==> config.mk <==
export PLATFORM = sky130hd
export DESIGN_NAME = axil_ctrl_regs
export DESIGN_NICKNAME = d
export VERILOG_FILES = /design/src/rtl/axil_ctrl_regs.sv
export SDC_FILE = /design/constraint.sdc
export NUM_CORES = 1
export LEC_CHECK = 0
export ABC_AREA = 1
export BUFFER_PORTS_ARGS = -buffer_cell sky130_fd_sc_hd__buf_4
export CAP_MARGIN = 0
export CORE_UTILIZATION = 57
export DETAILED_ROUTE_END_ITERATION = 8
export PLACE_DENSITY = 0.82
export SETUP_SLACK_MARGIN = 0.1
export SYNTH_ARGS = -nofsm -noshare
export SYNTH_HDL_FRONTEND = slang
export SYNTH_SLANG_ARGS = --single-unit
==> constraint.sdc <==
create_clock -name clk -period 2.8 [get_ports clk]
set_input_delay 0.14 -clock clk [delete_from_list [all_inputs] [get_ports clk]]
set_output_delay 0.14 -clock clk [all_outputs]
set_load 0.01 [all_outputs]
==> src/rtl/axil_ctrl_regs.sv <==
// AXI4-Lite control/status register file for the accelerator's global controller.
// Optional cycle counter at 0x14 is built only when PERF_CNT_EN is defined.
module axil_ctrl_regs #(
  parameter int          ADDR_W    = 6,
  parameter logic [31:0] K_DIM_RST = 32'd192
) (
  input  logic              clk,
  input  logic              rst_n,
  input  logic [ADDR_W-1:0] s_awaddr,
  input  logic              s_awvalid,
  output logic              s_awready,
  input  logic [31:0]       s_wdata,
  input  logic [3:0]        s_wstrb,
  input  logic              s_wvalid,
  output logic              s_wready,
  output logic [1:0]        s_bresp,
  output logic              s_bvalid,
  input  logic              s_bready,
  input  logic [ADDR_W-1:0] s_araddr,
  input  logic              s_arvalid,
  output logic              s_arready,
  output logic [31:0]       s_rdata,
  output logic [1:0]        s_rresp,
  output logic              s_rvalid,
  input  logic              s_rready,
  output logic              ap_start,
  output logic [31:0]       cfg_k_dim,
  input  logic              ap_done,
  input  logic              ap_idle,
  input  logic [2:0]        state_dbg,
  output logic              irq
);

  localparam logic [2:0] REG_CTRL   = 3'd0;
  localparam logic [2:0] REG_GIE    = 3'd1;
  localparam logic [2:0] REG_IER    = 3'd2;
  localparam logic [2:0] REG_ISR    = 3'd3;
  localparam logic [2:0] REG_KDIM   = 3'd4;
  localparam logic [2:0] REG_CYCLES = 3'd5;

  localparam logic [1:0] RESP_OKAY   = 2'b00;
  localparam logic [1:0] RESP_SLVERR = 2'b10;

  // Write-channel holders
  logic        aw_held;
  logic [2:0]  aw_idx_q;
  logic        w_held;
  logic [31:0] w_data_q;
  logic [3:0]  w_strb_q;

  // Register state
  logic        start_flag;
  logic        done_flag;
  logic        done_q;
  logic        gie;
  logic        ier;
  logic        isr;
  logic [31:0] k_dim;
  logic [31:0] cycles_val;

  logic        aw_hs;
  logic        w_hs;
  logic        ar_hs;
  logic        wr_fire;
  logic [2:0]  wr_idx;
  logic [31:0] wr_data;
  logic [3:0]  wr_strb;
  logic [2:0]  rd_idx;
  logic        done_rise;
  logic        start_set;
  logic        kdim_we;

  logic        unused_addr;
  assign unused_addr = ^{s_awaddr, s_araddr};

  assign s_awready = ~aw_held & ~s_bvalid;
  assign s_wready  = ~w_held & ~s_bvalid;
  assign s_arready = ~s_rvalid;

  assign aw_hs = s_awvalid & s_awready;
  assign w_hs  = s_wvalid & s_wready;
  assign ar_hs = s_arvalid & s_arready;

  // A beat arriving this cycle is used directly, so a write can retire in its handshake cycle.
  assign wr_fire = (aw_held | aw_hs) & (w_held | w_hs);
  assign wr_idx  = aw_held ? aw_idx_q : s_awaddr[4:2];
  assign wr_data = w_held ? w_data_q : s_wdata;
  assign wr_strb = w_held ? w_strb_q : s_wstrb;
  assign rd_idx  = s_araddr[4:2];

  assign done_rise = ap_done & ~done_q;
  assign start_set = wr_fire && (wr_idx == REG_CTRL) && wr_strb[0] && wr_data[0]
                     && ap_idle && !start_flag;
  assign kdim_we   = wr_fire && (wr_idx == REG_KDIM) && !start_flag && ap_idle;

  assign ap_start  = start_flag;
  assign cfg_k_dim = k_dim;

  // NOTE: sequential state uses non-blocking assignments so every flop samples pre-edge values.
  always_ff @(posedge clk or negedge rst_n) begin
    if (!rst_n) begin
      aw_held  <= 1'b0;
      aw_idx_q <= '0;
      w_held   <= 1'b0;
      w_data_q <= '0;
      w_strb_q <= '0;
      s_bvalid <= 1'b0;
      s_bresp  <= RESP_OKAY;
    end else begin
      if (wr_fire) begin
        aw_held  <= 1'b0;
        w_held   <= 1'b0;
        s_bvalid <= 1'b1;
        s_bresp  <= (wr_idx <= REG_CYCLES) ? RESP_OKAY : RESP_SLVERR;
      end else begin
        if (aw_hs) begin
          aw_held  <= 1'b1;
          aw_idx_q <= s_awaddr[4:2];
        end
        if (w_hs) begin
          w_held   <= 1'b1;
          w_data_q <= s_wdata;
          w_strb_q <= s_wstrb;
        end
        if (s_bvalid && s_bready) s_bvalid <= 1'b0;
      end
    end
  end

  always_ff @(posedge clk or negedge rst_n) begin
    if (!rst_n) begin
      start_flag <= 1'b0;
      done_flag  <= 1'b0;
      done_q     <= 1'b0;
      gie        <= 1'b0;
      ier        <= 1'b0;
      isr        <= 1'b0;
      k_dim      <= K_DIM_RST;
      irq        <= 1'b0;
    end else begin
      done_q <= ap_done;
      // Dropping start while done is high lets the controller leave DONE for IDLE.
      if (ap_done)        start_flag <= 1'b0;
      else if (start_set) start_flag <= 1'b1;

      if (done_rise)                    done_flag <= 1'b1;
      else if (ar_hs && rd_idx == REG_CTRL) done_flag <= 1'b0;

      if (done_rise) isr <= 1'b1;
      else if (wr_fire && wr_idx == REG_ISR && wr_strb[0] && wr_data[0]) isr <= 1'b0;

      if (wr_fire && wr_idx == REG_GIE && wr_strb[0]) gie <= wr_data[0];
      if (wr_fire && wr_idx == REG_IER && wr_strb[0]) ier <= wr_data[0];

      for (int b = 0; b < 4; b++) begin
        if (kdim_we && wr_strb[b]) k_dim[8*b +: 8] <= wr_data[8*b +: 8];
      end

      irq <= gie & ier & isr;
    end
  end

`ifdef PERF_CNT_EN
  logic        start_q;
  logic [31:0] cycles;

  always_ff @(posedge clk or negedge rst_n) begin
    if (!rst_n) begin
      start_q <= 1'b0;
      cycles  <= '0;
    end else begin
      start_q <= start_flag;
      // The rising cycle itself counts, so the value equals cycles spent with start high and done low.
      if (start_flag && !start_q)
        cycles <= ap_done ? 32'd0 : 32'd1;
      else if (start_flag && !ap_done && cycles != 32'hFFFF_FFFF)
        cycles <= cycles + 32'd1;
    end
  end

  assign cycles_val = cycles;
`else
  assign cycles_val = '0;
`endif

  logic [31:0] rd_val;
  logic        rd_err;

  // NOTE: every always_comb output gets a default first so no latch is inferred.
  always_comb begin
    rd_val = '0;
    rd_err = 1'b0;
    case (rd_idx)
      REG_CTRL:   rd_val = {26'd0, state_dbg, ap_idle, done_flag, start_flag};
      REG_GIE:    rd_val = {31'd0, gie};
      REG_IER:    rd_val = {31'd0, ier};
      REG_ISR:    rd_val = {31'd0, isr};
      REG_KDIM:   rd_val = k_dim;
      REG_CYCLES: rd_val = cycles_val;
      default:    rd_err = 1'b1;
    endcase
  end

  always_ff @(posedge clk or negedge rst_n) begin
    if (!rst_n) begin
      s_rvalid <= 1'b0;
      s_rdata  <= '0;
      s_rresp  <= RESP_OKAY;
    end else if (ar_hs) begin
      s_rvalid <= 1'b1;
      s_rdata  <= rd_val;
      s_rresp  <= rd_err ? RESP_SLVERR : RESP_OKAY;
    end else if (s_rvalid && s_rready) begin
      s_rvalid <= 1'b0;
    end
  end

endmodule

==> out/metrics.csv <==
stage,metric,value,unit
layout,mostFrequentLayoutCell,nand2_1,
cts,clk_latency,0.52,ns
yosys,synth_fa_ha_area_frac,0,
worst_setup_path,worstPathMaxFanout,71,
worst_setup_path,cp-endpoint,isr,
routing,route.detailed.drc,9,
worst_setup_path,worstPathArrival,2.35,ns
routing,ant_nets,0,
power,p_leak,3.75,nW
placement,dpl_worst_slack,0.908,ns
routing,vias,4843,
die,die_w,97.9,um
outcome,status,finished with violations,
global_route,grt_start_max_net_pins,73,
worst_setup_path,rr_endpoint,isr,
worst_setup_path,r2r-start,w_held,
layout,drive_above_1_share,0.225,
cts,clock-root-buffer,clkbuf_8,
cts,clkSinkCount,116,
routing,via_per_inst,5.26,
worst_setup_path,max_stage_delay,0.51,ns
yosys,synth-xor-area-share,0,
routing,post_drt_wl_per_cell,14.0,um
layout,final_cell_mix,"nand2_1 (233), buf_4 (132), dfrtp_1 (113)",
cts,htree_levels,4,
outcome,violations,design-rule violations,
routing,drt_iter0_markers,290,
yosys,syn-instance-count,629,
worst_setup_path,critPathSlowestCell,buf_4,
routing,totalWireLength,12900,um
yosys,avgSynthCellArea,8.33,um2
worst_setup_path,crit_start,w_held,
yosys,yosys.area_share.simple,0.258,
routing,first_pass_iters,9,
die,pin_count,135,
global_route,grt_pass1_wl,21300,um
worst_setup_path,reg2reg_depth,8,
yosys,synth.area.mux_share,0,
worst_setup_path,startpoint_type,register,
global_route,grt_pass1_vias,4395,
global_route,overflow,0,
sta,drv_slew,0,
global_route,gr-usage-all-layers,0.284,
global_route,antenna_found_initial,0,
die,num_rows,34,
layout,fillers,506,
worst_setup_path,r2r_setup_slack,0.85,ns
worst_setup_path,crit_required,3.20,ns
cts,cts_buffer_depth,2,
sta,rsz0062_at_grt,no,
power,p_per_area,953,nW/um2
layout,final_util,0.829,
yosys,syn_area,5240,um2
die,dieArea,9580,um2
worst_setup_path,cp_common_cell,nand2_1,
sta,fin_crit_sh,0.695,
sta,fmax,514,MHz
sta,finalHoldViolCount,0,
placement,dp.final_hpwl,8340,um
yosys,ys_ff_latch,116,
min_path,holdPathStages,4,
sta,finalSetupTns,0,ns
yosys,synth_warnings,0,
die,core,8810,um2
layout,diodes,0,
cts,cts_resized,0,
worst_setup_path,crit_path_end_kind,register,
die,die-height,97.9,um
worst_setup_path,path_cells,"buf_4, nand2_1, nand2_2, nand3_1, nor2_1, nand2_1, nand2_1, nand2_1",
sta,setup_viol_count_final,0,
flow_run,maxCapViolations,0,
sta,tightest_slew,0.997,ns
cts,clkSlewWorstSetupHoldPaths,0.06,ns
sta,final.min_clock_period,1.95,ns
cts,tritoncts,built,
yosys,ys_types,24,
worst_setup_path,critPathKind,reg2reg,
placement,gp_congestion,0.826,
layout,nNetsFinal,860,
min_path,hold_path_class,in2reg,
sta,clock_skew,0.0113,ns
layout,area_growth,39.3,%
yosys,synth_compound_area_frac,0.111,
cts,numCtsBuffers,17,
placement,io_buffers,126,
yosys,ys_seq_area_frac,0.554,
power,vdd_drop_max,0.000984,V
yosys,synth_top_family_by_area,simple AND/OR/NAND/NOR gates,
die,start_util,0.595,
sta,setup_ws,0.855,ns
sta,max_slew_margin,0.334,
min_path,hold_path.startpoint,s_wvalid,
-- worst max-delay path, delay by kind of cell (launching register included) --
kind          cells  cell delay [ns]
simple gates      7             0.98
buf+inv           1             0.51
flops             1             0.35
-- metal layers --
| metal | vias up | global-route usage | routed length, um |
|---|---|---|---|
| met5 | - | 0 | 0 |
| met4 | 0 | 0.0956 | 236 |
| met3 | 20 | 0.0580 | 716 |
| met2 | 181 | 0.425 | 5970 |
| met1 | 2272 | 0.415 | 5970 |
| li1 | 2370 | - | - |
-- Yosys cell counts --
library cell / instances / area share
a21oi_1: 2 / 0.0019
and2_1: 1 / 0.0012
buf_1: 1 / 0.00072
buf_2: 8 / 0.0076
buf_4: 3 / 0.0043
buf_6: 1 / 0.0021
buf_8: 3 / 0.0086
clkbuf_1: 16 / 0.011
conb_1: 1 / 0.00072
dfrtp_1: 114 / 0.54
dfstp_2: 2 / 0.010
inv_1: 55 / 0.039
inv_2: 2 / 0.0014
nand2_1: 233 / 0.17
nand2_2: 3 / 0.0036
nand3_1: 19 / 0.018
nand3_4: 4 / 0.013
nand4_1: 32 / 0.038
nor2_1: 18 / 0.013
nor2_8: 1 / 0.0038
o21ai_0: 103 / 0.098
o21ai_1: 1 / 0.00095
o21ai_2: 5 / 0.0084
o31ai_1: 1 / 0.0014
-- power by group --
group	switching, W	leakage [nW]	internal, W
logic	0.00126	1.97	0.000851
registers	0.000425	1.49	0.00226
clock network	0.000762	0.290	0.00140
-- registers in the layout, summed over array words and instances (netlist names) --
register and flops:
ap_start 1, aw_held 1, aw_idx_q 3, cfg_k_dim 32
done_flag 1, done_q 1, gie 1, ier 1
irq 1, isr 1, s_bresp 1, s_bvalid 1
s_rdata 32, s_rresp 1, s_rvalid 1, w_data_q 32
w_held 1, w_strb_q 4
-- logic make-up (layout without fill, tap and decap cells) --
family / count (synthesis) / after routing
AND/OR/NAND/NOR: 311 / 311
flip-flops: 116 / 116
AO/OA/AOI/OAI: 112 / 112
buffers and inverters: 89 / 272
other: 1 / 2
-- layout make-up --
cell class                 instances  area [um2]  share of cell area
clock buffer                      19         442              0.0605
clock inverter                    13         155              0.0213
inverter                          57         214              0.0293
multi-input combinational        425        1950               0.267
sequential                       116        2910               0.398
tap                              108         135              0.0185
timing repair buffer             183        1500               0.206
-- worst min path at each step --
stage	to	slack, ns
global placement	s_bvalid	0.22
CTS	aw_held	0.01
detailed placement	aw_idx_q[0]	0.23
finish	aw_held	0.01
global route	w_held	0.03
floorplan	ap_start	-0.16
-- per-stage QoR --
step | std cells | instance area (um2) | hold WS, ns | total power (W)
floorplan | 630 | 5240 | -0.156 | 0.00386
global placement | 838 | 6190 | 0.222 | 0.00461
detailed placement | 838 | 6190 | 0.233 | 0.00471
CTS | 921 | 7300 | 0.0108 | 0.00693
global route | 921 | 7300 | 0.0344 | 0.00737
finish | 921 | 7300 | 0.0147 | 0.00696
-- timing repair --
action / in CTS / in global routing
setup buffers: 0 / 0
hold buffers: 51 / 0
endpoints found under the hold margin: 105 / 0
No activity file was read; power rests on OpenSTA's default activity.
